**config.mk**
```make
export PLATFORM = sky130hd
export DESIGN_NAME = instr_fetch_issue_flat
export DESIGN_NICKNAME = d
export VERILOG_FILES = /design/src/rtl/instr_pkg.sv /design/src/rtl/instr_fetch_issue_if.sv /design/src/rtl/issue_reg.sv /design/src/rtl/instr_fetch_issue.sv /design/src/flat_wrapper.sv
export SDC_FILE = /design/constraint.sdc
export NUM_CORES = 1
export LEC_CHECK = 0
export CORE_ASPECT_RATIO = 0.7
export CORE_MARGIN = 2
export CORE_UTILIZATION = 40
export DETAILED_ROUTE_END_ITERATION = 6
export PLACE_DENSITY = 0.74
export SYNTH_ARGS = -nofsm -noshare
export SYNTH_HDL_FRONTEND = slang
export SYNTH_SLANG_ARGS = --single-unit
```
**constraint.sdc**
```tcl
create_clock -name clock -period 2 [get_ports clock]
set_input_delay 0.3 -clock clock [delete_from_list [all_inputs] [get_ports clock]]
set_output_delay 0.3 -clock clock [all_outputs]
set_load 0.02 [all_outputs]
```
**src/rtl/instr_pkg.sv**
```systemverilog
// Shared types for the instruction fetch/issue path.
// Field layout of the 19-bit instruction word and fetch FSM states.
package instr_pkg;

  localparam int SEL_W  = 3;
  localparam int IMM_W  = 8;
  localparam int INSTR_W = SEL_W + 2 * IMM_W;

  localparam logic [INSTR_W-1:0] DEF_HALT_WORD = 19'h7FFFF;

  typedef enum logic [1:0] {
    IDLE,
    RUN,
    DRAIN,
    DONE
  } fetch_state_t;

  typedef struct packed {
    logic [SEL_W-1:0] sel;
    logic [IMM_W-1:0] inm_a;
    logic [IMM_W-1:0] inm_b;
  } instr_t;

endpackage

```
**src/rtl/instr_fetch_issue_if.sv**
```systemverilog
// Issue-side valid/ready bundle between fetch and the ALU.
// master drives the instruction, slave returns ready.
interface instr_fetch_issue_if;
  import instr_pkg::*;

  logic             out_valid;
  logic             out_ready;
  logic [SEL_W-1:0] out_sel;
  logic [IMM_W-1:0] out_inm_a;
  logic [IMM_W-1:0] out_inm_b;

  modport master (
    output out_valid,
    output out_sel,
    output out_inm_a,
    output out_inm_b,
    input  out_ready
  );

  modport slave (
    input  out_valid,
    input  out_sel,
    input  out_inm_a,
    input  out_inm_b,
    output out_ready
  );

endinterface

```
**src/rtl/issue_reg.sv**
```systemverilog
// Single-entry valid/ready holding register for instr_t.
// load wins over accept, so a drain and refill can share a cycle.
module issue_reg
  import instr_pkg::*;
(
  input  logic   clock,
  input  logic   reset,
  input  logic   load,
  input  instr_t din,
  input  logic   ready,
  output logic   valid,
  output instr_t dout,
  output logic   accept
);

  assign accept = valid && ready;

  always_ff @(posedge clock or posedge reset) begin
    if (reset) begin
      valid <= 1'b0;
      dout  <= '0;
    end else if (load) begin
      valid <= 1'b1;
      dout  <= din;
    end else if (accept) begin
      valid <= 1'b0;
    end
  end

endmodule

```
**src/rtl/instr_fetch_issue.sv**
```systemverilog
// ROM walker issuing instructions to the ALU over valid/ready.
// INSTR_FETCH_LOOP_EN: wrap pc after LAST_ADDR instead of draining.
module instr_fetch_issue
  import instr_pkg::*;
#(
  parameter int                ADDR_W    = 6,
  parameter int                WORD_W    = 19,
  parameter int                LAST_ADDR = 63,
  parameter logic [WORD_W-1:0] HALT_WORD = DEF_HALT_WORD
) (
  input  logic                 clock,
  input  logic                 reset,
  input  logic                 start,
  output logic [ADDR_W-1:0]    rom_addr,
  input  logic [WORD_W-1:0]    rom_data,
  instr_fetch_issue_if.master  iss,
  output logic                 busy,
  output logic                 done,
  output logic [ADDR_W:0]      issued_count
);

  localparam logic [ADDR_W:0] CNT_MAX = '1;

  fetch_state_t      state, state_nxt;
  logic [ADDR_W-1:0] pc, pc_nxt;
  logic              push, clr, accept;
  logic              can_load, is_halt, at_last;
  instr_t            ir;

  assign can_load = !iss.out_valid || iss.out_ready;
  assign is_halt  = rom_data == HALT_WORD;
  assign at_last  = pc == ADDR_W'(LAST_ADDR);

  always_comb begin
    state_nxt = state;
    pc_nxt    = pc;
    push      = 1'b0;
    clr       = 1'b0;
    unique case (state)
      IDLE, DONE: begin
        if (start) begin
          state_nxt = RUN;
          pc_nxt    = '0;
          clr       = 1'b1;
        end
      end
      RUN: begin
        if (can_load) begin
          if (is_halt) begin
            state_nxt = DONE;
          end else begin
            push = 1'b1;
            if (at_last) begin
`ifdef INSTR_FETCH_LOOP_EN
              pc_nxt = '0;
`else
              state_nxt = DRAIN;
`endif
            end else begin
              pc_nxt = pc + ADDR_W'(1);
            end
          end
        end
      end
      DRAIN: begin
        if (accept) state_nxt = DONE;
      end
      default: ;
    endcase
  end

  always_ff @(posedge clock or posedge reset) begin
    if (reset) begin
      state        <= IDLE;
      pc           <= '0;
      issued_count <= '0;
    end else begin
      state <= state_nxt;
      pc    <= pc_nxt;
      // start only fires with out_valid low, so clr never meets accept
      if (clr)
        issued_count <= '0;
      else if (accept && issued_count != CNT_MAX)
        issued_count <= issued_count + 1'b1;
    end
  end

  issue_reg u_issue_reg (
    .clock  (clock),
    .reset  (reset),
    .load   (push),
    .din    (instr_t'(rom_data)),
    .ready  (iss.out_ready),
    .valid  (iss.out_valid),
    .dout   (ir),
    .accept (accept)
  );

  assign iss.out_sel   = ir.sel;
  assign iss.out_inm_a = ir.inm_a;
  assign iss.out_inm_b = ir.inm_b;

  assign rom_addr = pc;
  assign busy     = state == RUN || state == DRAIN;
  assign done     = state == DONE;

endmodule

```
**src/flat_wrapper.sv**
```systemverilog
// flat-port wrapper written by rule: the top's interface ports become plain ports
module instr_fetch_issue_flat import instr_pkg::*;
#(
  parameter int                ADDR_W    = 6,
  parameter int                WORD_W    = 19,
  parameter int                LAST_ADDR = 63,
  parameter logic [WORD_W-1:0] HALT_WORD = DEF_HALT_WORD
)
  (clock, reset, start, rom_addr, rom_data, busy, done, issued_count, iss_out_valid, iss_out_sel, iss_out_inm_a, iss_out_inm_b, iss_out_ready);
  instr_fetch_issue_if iss_i ();
  input  logic clock;
  input  logic reset;
  input  logic start;
  output logic [ADDR_W-1:0] rom_addr;
  input  logic [WORD_W-1:0] rom_data;
  output logic busy;
  output logic done;
  output logic [ADDR_W:0] issued_count;
  output wire logic [$bits(iss_i.out_valid)-1:0] iss_out_valid;
  output wire logic [$bits(iss_i.out_sel)-1:0] iss_out_sel;
  output wire logic [$bits(iss_i.out_inm_a)-1:0] iss_out_inm_a;
  output wire logic [$bits(iss_i.out_inm_b)-1:0] iss_out_inm_b;
  input wire logic [$bits(iss_i.out_ready)-1:0] iss_out_ready;
  assign iss_out_valid = iss_i.out_valid;
  assign iss_out_sel = iss_i.out_sel;
  assign iss_out_inm_a = iss_i.out_inm_a;
  assign iss_out_inm_b = iss_i.out_inm_b;
  assign iss_i.out_ready = iss_out_ready;
  instr_fetch_issue #(.ADDR_W(ADDR_W), .WORD_W(WORD_W), .LAST_ADDR(LAST_ADDR), .HALT_WORD(HALT_WORD)) u_core (.clock(clock), .reset(reset), .start(start), .rom_addr(rom_addr), .rom_data(rom_data), .iss(iss_i), .busy(busy), .done(done), .issued_count(issued_count));
endmodule
```
=== After elaboration in Yosys (flattened, before gate mapping) ===
Cells that the tools add are included.

* Logic and storage cells: 53
* Memories: 0
* Output and inout bits: 35
* Memory bits (writable): 0
* Bits in latches: 0
* Bits in read-only memories: 0
* Input port bits: 23
* Register bits after elaboration: 35

* Div/mod/pow operators: 0
* Multipliers: 0
* Shifts and indexed selects: 0
* Add/subtract/negate cells: 2
* Equality and inequality tests: 12
* Muxes and demuxes: 20
* Bitwise operators: 0
* Reductions and logical operators: 12
* $lt $le $gt $ge: 0

{| class="wikitable"
|+ Operator list
! kind !! count
|-
| $mux 6 || 4
|-
| $eq 19x19->1 const B || 1
|-
| $mux 7 || 2
|-
| $pmux 6 s2 || 1
|-
| $mux 2 || 5
|-
| $add 7x1->7 const B || 1
|-
| $mux 1 || 7
|-
| $ne 7x7->1 const B || 1
|-
| $add 6x1->6 const B || 1
|-
| $eq 6x6->1 const B || 1
|-
| $ne 2x2->1 const B || 3
|-
| $pmux 2 s3 || 1
|-
| $reduce_bool 2->1 || 3
|-
| $reduce_and 5->1 || 1
|-
| $eq 2x2->1 const B || 2
|-
| $ne 2x1->1 const B || 2
|-
| $reduce_and 4->1 || 1
|-
| $ne 3x1->1 const B || 1
|-
| $eq 2x1->1 const B || 1
|-
| $logic_and 1x1->1 || 2
|-
| $logic_not 2->1 || 1
|-
| $logic_or 1x1->1 || 2
|-
| $reduce_or 2->1 || 1
|-
| $logic_not 1->1 || 1
|}

=== Logic depth before layout (Yosys ltp) ===
* Depth in word-level cells: 5
* Depth in mapped cells: 7
* Gate-level depth less buffers: 7

=== By module ===
From an unflattened synthesis, not the netlist that was laid out.

* Cells, all modules: 158
* Area total of the unflattened synthesis: 1828.0 um2

{| class="wikitable"
|+ By module, submodules not included
! module !! area an instance (um2) !! times used !! cells an instance
|-
| instr_fetch_issue || 998.5 || 1 || 113
|-
| issue_reg || 829.5 || 1 || 45
|}

=== Least setup slack after synthesis ===
No wires, ideal clock.

* Path type: register to register
* Start point: reg u_core.state[0]
* End point: reg u_core.pc[3] (netlist: u_core.rom_addr[3])
* Required time: 1.865 ns
* Path slack: 0.225 ns
* Period minus slack after synthesis: 1.775 ns
* Arrival: 1.640 ns
* Stages on the path, launching flop included: 8
* Library setup time: 0.135 ns
* Cell sequence: dfrtp_1 -> inv_1 -> ha_1 -> nand2b_1 -> o21ai_0 -> a221o_1 -> o311ai_1 -> o31ai_1

* Cells in the longest elaborated chain, start to end: 4

{| class="wikitable"
|+ Ends and longest elaborated chain
! item !! line !! RTL
|-
| start: declaration || instr_fetch_issue.sv:24 || <nowiki>fetch_state_t state, state_nxt;</nowiki>
|-
| start signal: assignment || instr_fetch_issue.sv:78 || <nowiki>state <= state_nxt;</nowiki>
|-
| $eq 2x2->1 or $logic_not 2->1 (tied branches) || instr_fetch_issue.sv:39 || <nowiki>unique case (state)</nowiki>
|-
| $reduce_or 2->1 || instr_fetch_issue.sv:39 ||
|-
| $ne 2x2->1 (no line) or $reduce_bool 2->1 (tied branches) || n/a ||
|-
| $reduce_and 5->1 (no line) || n/a ||
|-
| end signal: assignment || instr_fetch_issue.sv:79 || <nowiki>pc <= pc_nxt;</nowiki>
|-
| end: declaration || instr_fetch_issue.sv:25 || <nowiki>logic [ADDR_W-1:0] pc, pc_nxt;</nowiki>
|}

Parallel ways exist; a longest one is shown, timed or not.
A chain may end at the register's enable or synchronous reset.

=== Worst setup path after layout ===
* Start point: reg u_core.state[0]
* End point: reg u_core.pc[5] (netlist: u_core.rom_addr[5])

The elaborated chain is that of the path after synthesis.

==> reports/results.txt <==
worst vdd ir - 0.887 mV
dpl cell area - 2370 um^2
slew margin rel. - 70.1%
total placed cells including tap cells - 251
vias - 1339
CP Launch Type - register
worst hold-check path type - primary input to async pin
Post-synth ARST share - 100%
sequential share of the synthesized area - 50.9%
slowest CP cell - dfrtp_1
clk_lat worst skew - 280 ps
# DRC - 0
Die H - 58.9 um
Synth Flop Type - dfrtp_1
Inserted Clock Buffers - 5
hold buffer count at CTS - 0
worst path cell trace - inv_2 > ha_4 > nand2b_1 > o21ai_0 > a221o_2 > o311ai_2 > o31ai_1
FP Rows - 19
dpl hpwl - 3.14 mm
total grt overflow - 0
Routed Antenna Nets - 0
worst-margin pin slew - 449 ps
net count after synthesis - 169
total core area - 4020 um^2
number of flops mapped to enable cells by yosys - 0
post-layout util - 61.8%
Initial Util - 42.9%
Layout Cells excl Fill - 259
Area Overhead vs Synth - 44.2%
DR iter-0 viols - 79
Die ar. - 4850 um^2
share of layout cells above drive strength 1 - 21.7%
H-tree depth - 2
Avg Cell Area, Syn - 12.2 um^2
postcts setup bufs - 0
status - completed
first-pass GRT wire length - 6.63 mm
Die Wd - 82.4 um
gr usage total - 18.2%
CTS tree - done
Max stage delay on crit path - 420 ps
Pwr Total - 0.00379 W
max-slew violations - 0
critical path peak fanout - 7
Nets - 234
router iterations before antenna repair - 4
port bufs - 57
PD cells - 1520 nW/um^2
Critical Path RT - 2160 ps
f_max - 530 MHz
num ports - 58
Antenna Diode Count - 0
Cell variety after synth - 38
Hold Vio Cnt, Final - 0
Setup Viol. Count Final - 0
setup_tns - 0 ps
Post-Syn Instances - 141
initial antenna violation count - 0
YS warnings - 0
CTS Root Buffer Type - clkbuf_8
max-cap violations - 0
worst-case clock buffer depth - 2
minimum clock period - 1890 ps
Setup CP Type - register to register
Final Cell Area - 2480 um^2
vias per inst - 5.17
largest net degree at the start of global routing - 36
clock skew - 11.3 ps
clock edge transition at the registers on the reported setup and hold paths - 70 ps
Yosys reg bits - 35
most common cell after layout, fill and taps aside - clkdlybuf4s50_1
Syn Std Cell Area - 1720 um^2
GP Congestion - 0.869
final worst-path cycle share - 94.4%
Leakage Power - 1.07 nW
most frequent cells in the layout - clkdlybuf4s50_1 (56), dfrtp_1 (35), mux2_4 (10)
crit end category - register
WL per Instance - 15.7 um
vias in the first global route - 1394
CP Data Arrival Time - 2050 ps
drt total wl - 4.08 mm
CTS Sinks - 35
Resized Gates After CTS - 2
sequential cells by signal, indices dropped and copies added, names as in the netlist:
signal,flops
u_core.rom_addr,6
u_core.u_issue_reg.dout,19
u_core.u_issue_reg.valid,1
u_core.state,2
u_core.issued_count,7
metrics by stage:
stage | setup WS, ps | hold slack, ps
after floorplan | 225 | 448
after global placement | 47.9 | 494
after detailed placement | -28.7 | 494
after CTS | 25.3 | 421
after global routing | -12.9 | 471
final | 112 | 411
where the power goes:
| group | internal [W] | switching (W) | total [W] | leakage [nW] |
|---|---|---|---|---|
| clock | 0.000238 | 0.000249 | 0.000487 | 0.0477 |
| sequential | 0.000983 | 0.000204 | 0.00119 | 0.438 |
| combinational | 0.00109 | 0.00102 | 0.00211 | 0.584 |
cell usage after synthesis (2+ instances only):
master / n / area share (%)
mux2_4: 10 / 8.7
ha_1: 5 / 3.6
o21ai_0: 2 / 0.58
nand4_1: 6 / 2.2
nand2_1: 6 / 1.3
inv_1: 8 / 1.7
mux2_2: 9 / 5.9
o311ai_1: 3 / 1.5
xor2_1: 4 / 2.0
mux2i_1: 3 / 1.7
nand3_1: 6 / 1.7
a21oi_1: 2 / 0.58
nor2_1: 7 / 1.5
and3_1: 6 / 2.2
nor2_2: 2 / 0.73
a31oi_1: 2 / 0.73
clkbuf_1: 2 / 0.44
o211ai_1: 2 / 0.87
dfrtp_1: 35 / 51
o31ai_1: 3 / 1.3
logic make-up after synthesis:
family	count (synthesis)	share of synthesized area, %
simple gates	43	14.3
flops	35	50.9
mux	22	16.4
compound gates	19	8.29
buf+inv	12	4.00
xor+xnor	5	2.54
fa+ha+maj	5	3.63
final timing paths:
check                           slack (ps)                          end                         from  cells after the start
max in group asynchronous             1260              u_core.state[1]                        reset                      3
worst max register to register         110           u_core.rom_addr[5]              u_core.state[0]                      7
worst min register to register         510  u_core.u_issue_reg.dout[15]  u_core.u_issue_reg.dout[15]                      1
worst max-delay path                   110           u_core.rom_addr[5]              u_core.state[0]                      7
min in group clock                     510  u_core.u_issue_reg.dout[15]  u_core.u_issue_reg.dout[15]                      1
worst min-delay path                   410  u_core.u_issue_reg.dout[18]                        reset                      3
critical path: cells and delay by family (launching register included):
kind / cells / cell delay [ps]
adder cells (fa/ha/maj): 1 / 230
AO/OA/AOI/OAI: 4 / 910
flip-flops: 1 / 420
AND/OR/NAND/NOR: 1 / 100
buffers and inverters: 1 / 110
layout make-up:
class | count | area [um^2]
Clock inverter | 3 | 15.0
Fill cell | 316 | 1540
Inverter | 8 | 30.0
Sequential cell | 35 | 876
Tap cell | 52 | 65.1
Timing Repair Buffer | 62 | 619
Clock buffer | 5 | 68.8
Multi-Input combinational cell | 94 | 808
metal layers:
layer	vias to the layer above	track usage [%]	wire, um
met2	34	30.0	2070
met3	6	5.06	167
met1	657	23.4	1810
met5	-	0	0
li1	642	-	-
met4	0	5.48	33
Note: power is estimated with default switching activity, not from simulation.
